`config.mk`:
```
export PLATFORM = sky130hd
export DESIGN_NAME = uart_rx_fifo
export DESIGN_NICKNAME = d
export VERILOG_FILES = /design/src/rtl/uart_rx_fifo.sv
export SDC_FILE = /design/constraint.sdc
export NUM_CORES = 1
export LEC_CHECK = 0
export BUFFER_PORTS_ARGS = -buffer_cell sky130_fd_sc_hd__buf_2
export CAP_MARGIN = 20
export CORE_MARGIN = 1
export CORE_UTILIZATION = 43
export CTS_CLUSTER_DIAMETER = 150
export CTS_CLUSTER_SIZE = 24
export DETAILED_ROUTE_END_ITERATION = 10
export GPL_ROUTABILITY_DRIVEN = 1
export HOLD_SLACK_MARGIN = 0.05
export SLEW_MARGIN = 0
export SYNTH_ARGS = -nofsm -noshare
export SYNTH_HDL_FRONTEND = slang
export SYNTH_SLANG_ARGS = --single-unit
```
`constraint.sdc`:
```
create_clock -name clk -period 3.7 [get_ports clk]
set_input_delay 0.74 -clock clk [delete_from_list [all_inputs] [get_ports clk]]
set_output_delay 0.74 -clock clk [all_outputs]
set_load 0.05 [all_outputs]
```
`src/rtl/uart_rx_fifo.sv`:
```
`default_nettype none
// ============================================================================
// Module      : uart_rx_fifo
// Description : 8N1 UART receiver with a small first-word-fall-through FIFO.
//               RXD is double-flopped, the start bit is validated at mid-bit,
//               data bits are sampled once per bit period (LSB first) and each
//               byte with a good stop bit is pushed into the FIFO. Framing and
//               overrun errors are reported through sticky flags.
// Ports       : clk        - system clock
//               reset      - synchronous active-high reset
//               rxd        - asynchronous serial input, idle high
//               rd_en      - pop request (ignored while rd_valid=0)
//               rd_data    - FIFO head byte, valid while rd_valid=1
//               rd_valid   - FIFO not empty
//               fifo_full  - FIFO holds FIFO_DEPTH bytes
//               frame_err  - sticky: stop bit sampled low
//               overrun    - sticky: good byte dropped, FIFO was full
//               err_clr    - clears both sticky flags (a same-cycle set wins)
// Revision    : 1.0 - initial release
// ============================================================================
module uart_rx_fifo #(
    parameter int CLKS_PER_BIT = 217,
    parameter int FIFO_DEPTH   = 4
) (
    input  logic       clk,
    input  logic       reset,
    input  logic       rxd,
    input  logic       rd_en,
    input  logic       err_clr,
    output logic [7:0] rd_data,
    output logic       rd_valid,
    output logic       fifo_full,
    output logic       frame_err,
    output logic       overrun
);

    // ------------------------------------------------------------------------
    // Constants
    // ------------------------------------------------------------------------
    localparam int c_HALF   = CLKS_PER_BIT / 2;
    localparam int c_CNT_W  = $clog2(CLKS_PER_BIT);
    localparam int c_PTR_W  = $clog2(FIFO_DEPTH);
    localparam int c_CNTF_W = c_PTR_W + 1;

    localparam logic [c_CNT_W-1:0]  c_HALF_M1  = c_CNT_W'(c_HALF - 1);
    localparam logic [c_CNT_W-1:0]  c_BIT_END  = c_CNT_W'(CLKS_PER_BIT - 1);
    localparam logic [c_CNT_W-1:0]  c_CNT_ONE  = c_CNT_W'(1);
    localparam logic [c_CNT_W-1:0]  c_CNT_ZERO = '0;
    localparam logic [c_PTR_W-1:0]  c_PTR_ONE  = c_PTR_W'(1);
    localparam logic [c_CNTF_W-1:0] c_CNTF_ONE = c_CNTF_W'(1);
    localparam logic [c_CNTF_W-1:0] c_FULL     = c_CNTF_W'(FIFO_DEPTH);
    localparam logic [2:0]          c_LAST_BIT = 3'd7;

    typedef enum logic [1:0] {
        S_IDLE  = 2'd0,
        S_START = 2'd1,
        S_DATA  = 2'd2,
        S_STOP  = 2'd3
    } state_t;

    // ------------------------------------------------------------------------
    // Signals
    // ------------------------------------------------------------------------
    logic               r_sync1;
    logic               r_sync2;
    state_t             r_state;
    logic [c_CNT_W-1:0] r_cnt;
    logic [2:0]         r_bit_idx;
    logic [7:0]         r_shift;

    logic [7:0]          r_mem [FIFO_DEPTH];
    logic [c_PTR_W-1:0]  r_wr_ptr;
    logic [c_PTR_W-1:0]  r_rd_ptr;
    logic [c_CNTF_W-1:0] r_count;
    logic [7:0]          r_rd_data;
    logic                r_frame_err;
    logic                r_overrun;

    logic                w_rx_s;
    logic                w_stop_smp;
    logic                w_push;
    logic                w_ferr_set;
    logic                w_empty;
    logic                w_full;
    logic                w_pop;
    logic                w_wr;
    logic                w_ovr_set;
    logic [c_PTR_W-1:0]  w_rd_ptr_nxt;
    logic [c_CNTF_W-1:0] w_count_nxt;

    // ------------------------------------------------------------------------
    // Two-flop synchroniser; resets to the idle (high) line level so a reset
    // never looks like a start edge.
    // ------------------------------------------------------------------------
    always_ff @(posedge clk) begin
        if (reset) begin
            r_sync1 <= 1'b1;
            r_sync2 <= 1'b1;
        end else begin
            r_sync1 <= rxd;
            r_sync2 <= r_sync1;
        end
    end

    assign w_rx_s = r_sync2;

    // ------------------------------------------------------------------------
    // Receive FSM. The counter restarts at every state entry and every
    // sample point, so each sample lands one full bit period after the last.
    // ------------------------------------------------------------------------
    always_ff @(posedge clk) begin
        if (reset) begin
            r_state   <= S_IDLE;
            r_cnt     <= c_CNT_ZERO;
            r_bit_idx <= 3'd0;
            r_shift   <= 8'h00;
        end else begin
            case (r_state)
                S_IDLE: begin
                    r_cnt <= c_CNT_ZERO;
                    if (!w_rx_s) begin
                        r_state <= S_START;
                    end
                end
                S_START: begin
                    if (r_cnt == c_HALF_M1) begin
                        r_cnt     <= c_CNT_ZERO;
                        r_bit_idx <= 3'd0;
                        // A line that is high again at mid-start was a glitch.
                        r_state   <= w_rx_s ? S_IDLE : S_DATA;
                    end else begin
                        r_cnt <= r_cnt + c_CNT_ONE;
                    end
                end
                S_DATA: begin
                    if (r_cnt == c_BIT_END) begin
                        r_cnt   <= c_CNT_ZERO;
                        r_shift <= {w_rx_s, r_shift[7:1]};
                        if (r_bit_idx == c_LAST_BIT) begin
                            r_state <= S_STOP;
                        end else begin
                            r_bit_idx <= r_bit_idx + 3'd1;
                        end
                    end else begin
                        r_cnt <= r_cnt + c_CNT_ONE;
                    end
                end
                S_STOP: begin
                    if (r_cnt == c_BIT_END) begin
                        // Back to IDLE at mid-stop-bit so a back-to-back
                        // start edge is still caught.
                        r_cnt   <= c_CNT_ZERO;
                        r_state <= S_IDLE;
                    end else begin
                        r_cnt <= r_cnt + c_CNT_ONE;
                    end
                end
                default: begin
                    r_state <= S_IDLE;
                    r_cnt   <= c_CNT_ZERO;
                end
            endcase
        end
    end

    assign w_stop_smp = (r_state == S_STOP) && (r_cnt == c_BIT_END);
    assign w_push     = w_stop_smp & w_rx_s;
    assign w_ferr_set = w_stop_smp & ~w_rx_s;

    // ------------------------------------------------------------------------
    // FIFO control
    // ------------------------------------------------------------------------
    assign w_empty = (r_count == '0);
    assign w_full  = (r_count == c_FULL);
    assign w_pop   = rd_en & ~w_empty;
    // When full, a same-cycle pop frees the slot the push needs.
    assign w_wr      = w_push & (~w_full | w_pop);
    assign w_ovr_set = w_push & w_full & ~w_pop;

    assign w_rd_ptr_nxt = w_pop ? (r_rd_ptr + c_PTR_ONE) : r_rd_ptr;

    always_comb begin
        w_count_nxt = r_count;
        case ({w_wr, w_pop})
            2'b10:   w_count_nxt = r_count + c_CNTF_ONE;
            2'b01:   w_count_nxt = r_count - c_CNTF_ONE;
            default: w_count_nxt = r_count;
        endcase
    end

    always_ff @(posedge clk) begin
        if (w_wr && !reset) begin
            r_mem[r_wr_ptr] <= r_shift;
        end
    end

    always_ff @(posedge clk) begin
        if (reset) begin
            r_wr_ptr <= '0;
            r_rd_ptr <= '0;
            r_count  <= '0;
        end else begin
            if (w_wr) begin
                r_wr_ptr <= r_wr_ptr + c_PTR_ONE;
            end
            r_rd_ptr <= w_rd_ptr_nxt;
            r_count  <= w_count_nxt;
        end
    end

    // Registered head. If the slot becoming the head is being written this
    // cycle, the memory still holds stale data, so forward the incoming byte.
    always_ff @(posedge clk) begin
        if (reset) begin
            r_rd_data <= 8'h00;
        end else if (w_wr && (r_wr_ptr == w_rd_ptr_nxt)) begin
            r_rd_data <= r_shift;
        end else if (w_count_nxt != '0) begin
            r_rd_data <= r_mem[w_rd_ptr_nxt];
        end
    end

    // ------------------------------------------------------------------------
    // Sticky error flags; a set in the same cycle as err_clr wins.
    // ------------------------------------------------------------------------
    always_ff @(posedge clk) begin
        if (reset) begin
            r_frame_err <= 1'b0;
            r_overrun   <= 1'b0;
        end else begin
            r_frame_err <= w_ferr_set | (r_frame_err & ~err_clr);
            r_overrun   <= w_ovr_set  | (r_overrun   & ~err_clr);
        end
    end

    // ------------------------------------------------------------------------
    // Outputs
    // ------------------------------------------------------------------------
    assign rd_data   = r_rd_data;
    assign rd_valid  = ~w_empty;
    assign fifo_full = w_full;
    assign frame_err = r_frame_err;
    assign overrun   = r_overrun;

endmodule
`default_nettype wire

```
==> results_dict.tcl <==
set metrics [dict create \
    status "complete, no violations" \
    worst_setup_path_end_kind "flip-flop" \
    clock_latency_ns 0.34 \
    overflow 0 \
    ir_worst_vdd_v 0.000167 \
    num_antenna_cells 0 \
    maxSlewViolCount 0 \
    slew_headroom 0.476 \
    ff2ff_setup_slack_ns 0.59 \
    finalSetupTns_ns 0 \
    crit_type "reg -> reg" \
    place_inst 417 \
    p_leak_nw 1.39 \
    clkSinkCount 72 \
    start_util 0.443 \
    yosysWarnings 0 \
    cap_violations 0 \
    whs_path_depth 1 \
    clk_path_buf_depth 2 \
    rsz0062_at_grt "false" \
    dieWidth_um 90.9 \
    final_cells 433 \
    wl_per_cell_um 15.1 \
    clockRootBuffer "clkbuf_8" \
    worstReg2RegEnd "rd_data[3]$_SDFFE_PP0P_" \
    cts_buffers 9 \
    grt_max_degree 35 \
    cts_resized 0 \
    die_area_um2 8270 \
    max_freq_ghz 0.321 \
    p_sw_frac 0.221 \
    p_comb_frac 0.050 \
    syn_area_per_cell_um2 10.9 \
    min-delay-start "r_sync1$_SDFF_PP1_" \
    r2r-start "r_count[2]$_SDFF_PP0_" \
    ant_nets 0 \
    synth_cells 313 \
    fin_skew_ns 0.0141 \
    fp.coreArea_um2 7690 \
    finalSetupViolCount 0 \
    port_buffers 16 \
    power_density_nw_per_um2 399 \
    synth_top_area_share 0.282 \
    worstPathRequired_ns 3.95 \
    arrival_ns 3.36 \
    synth_seq_cells 72 \
    cp_max_fo 8 \
    dp_hpwl_um 4580 \
    hold_path_end "r_sync2$_SDFF_PP1_" \
    dp_slack_ns 0.252 \
    synthFlopType "dfxtp_1" \
    h-tree-depth 3 \
    min_path_type "reg -> reg" \
    ys_seq_area_frac 0.518 \
    tightest_slew_ns 0.781 \
    drive_gt1_frac 0.148 \
    n_fill_cell 733 \
    layout_min_cycle_time_ns 3.11 \
    drt-pass1-iter-count 4 \
    ys_top_cells_by_count "40 x dfxtp_1, 34 x nor2_1, 32 x edfxtp_1, 28 x inv_1, 24 x o211ai_1" \
    yosysTopAreaCell "edfxtp_1" \
    io_pins 17 \
    cts_tree "yes" \
    drc 0 \
    areaGrowthSynthToFinish_pct 9.86 \
    hold_viol_final 0 \
    p_total_mw 1.49 \
    synth.area.top_cells "edfxtp_1 28%, dfxtp_1 24%, o211ai_1 5.3%" \
    yosysMostFrequentCell "dfxtp_1" \
    synth_area_um2 3400 \
    vias 2369 \
    fin_crit_sh 0.841 \
    postCtsSetupBuffers 0 \
    finalWirelength_um 6530 \
    synth_fp_nets 328 \
    routed_via_density 5.47 \
    clk_pin_slew_ns 0.08 \
    gp_congestion 0.781 \
    die_h_um 90.9 \
    async_reset_ff_frac 0 \
    p_clk_frac 0.395 \
    grt_pass1_vias 2278 \
    switchingPower_uw 329 \
    p_int_mw 1.16 \
    start_kind "flip-flop" \
    row_count 32 \
    antenna_found_initial 0 \
    grtUsageTotal 0.170 \
    grt_pass1_wl_um 11100 \
    reg2regPathDepth 12 \
    yosysUniqueCellTypes 52 \
    sequentialPowerShare 0.555 \
    nNetsFinal 341 \
    worst_slack_ns 0.589 \
    synth_edf_count 32 \
    postCtsHoldBufs 0 \
    dr.first_iter.drc_count 96 \
]
[logic make-up after synthesis]
group	count (synthesis)	share of synthesized area
flip-flops	72	0.518
buffers and inverters	49	0.0607
XOR/XNOR	13	0.0357
adder cells (fa/ha/maj)	10	0.0390
AO/OA/AOI/OAI	77	0.187
AND/OR/NAND/NOR	83	0.134
multiplexers	9	0.0265
[layout by cell type, fill, tap and decap left out, types with 2 or more instances in the layout]
cell       count
inv_1         28
o211ai_1      24
clkbuf_1       3
xor2_1         4
a311oi_1       8
nor3_2         2
nor2_1        34
nand2_1        7
dfxtp_1       40
nand4_1        2
edfxtp_1      32
a21oi_1        8
nor3_1         3
and2_1         4
ha_1           9
clkbuf_8       9
and3_1         3
xnor2_1        8
buf_4          6
or4b_1         2
a22oi_1        2
o2111ai_1     16
or2_2          3
nand3_1       12
buf_2         16
a211oi_1       9
clkinv_2       3
mux2i_1        9
[through the flow]
stage          area, um2  utilization  hold WS [ns]
5_1_grt             3740        0.486         0.423
3_5_place_dp        3560        0.463         0.400
4_1_cts             3740        0.486         0.418
3_3_place_gp        3550        0.462         0.394
2_1_floorplan       3400            -         0.389
6_report            3740        0.486         0.414
[final cells by class]
| cell class | count | area (um2) | area share |
|---|---|---|---|
| Tap cell | 102 | 128 | 0.0341 |
| Inverter | 29 | 109 | 0.0291 |
| Timing Repair Buffer | 22 | 125 | 0.0335 |
| Multi-Input combinational cell | 192 | 1430 | 0.384 |
| Clock buffer | 12 | 135 | 0.0362 |
| Sequential cell | 72 | 1760 | 0.471 |
| Clock inverter | 4 | 45.0 | 0.0121 |
[registers in the layout, indices dropped and copies added, names as in the netlist, named ones only]
register,flops
r_mem,32
r_cnt,8
r_shift,8
rd_data,8
r_bit_idx,3
r_count,3
r_rd_ptr,2
r_wr_ptr,2
frame_err,1
overrun,1
r_state,1
r_sync1,1
r_sync2,1
[per-layer routing]
metal / share of wire / up-vias / wire (um) / GRT usage
li1: - / 1186 / - / -
met1: 0.48 / 1132 / 3110 / 0.226
met2: 0.48 / 45 / 3130 / 0.270
met3: 0.032 / 6 / 209 / 0.0402
met4: 0.012 / 0 / 80 / 0.0608
met5: 0 / - / 0 / 0
[power by group through the flow]
| stage | sequential, mW | clock [mW] | combinational, mW |
|---|---|---|---|
| final | 0.827 | 0.589 | 0.0749 |
| after global placement | 0.845 | 0 | 0.0746 |
| after global routing | 0.827 | 0.639 | 0.0828 |
| after detailed placement | 0.845 | 0 | 0.0753 |
| after floorplan | 0.844 | 0 | 0.0670 |
| after CTS | 0.827 | 0.604 | 0.0754 |
[critical path, cell delays in order (launching register included)]
cell      delay (ns)
dfxtp_1         0.52
or4b_1          0.53
nand2_1         0.14
or2_2           0.16
ha_1            0.18
inv_1           0.06
fa_1            0.37
xnor2_1         0.22
xnor2_1         0.09
a32oi_1         0.23
buf_4           0.19
a211oi_1        0.06
a311oi_1        0.26
[how the worst max path moves through the flow]
| stage | startpoint | to | cells after the start | slack (ns) |
|---|---|---|---|---|
| 5_1_grt | r_count[2]$_SDFF_PP0_ | rd_data[2]$_SDFFE_PP0P_ | 12 | 0.30 |
| 3_5_place_dp | rd_en | rd_data[0]$_SDFFE_PP0P_ | 13 | 0.25 |
| 6_report | r_count[2]$_SDFF_PP0_ | rd_data[3]$_SDFFE_PP0P_ | 12 | 0.59 |
| 3_3_place_gp | rd_en | rd_data[2]$_SDFFE_PP0P_ | 13 | 0.34 |
| 2_1_floorplan | rd_en | rd_data[0]$_SDFFE_PP0P_ | 11 | 0.36 |
| 4_1_cts | r_count[2]$_SDFF_PP0_ | rd_data[0]$_SDFFE_PP0P_ | 12 | 0.57 |
No activity file was read; power rests on OpenSTA's default activity.
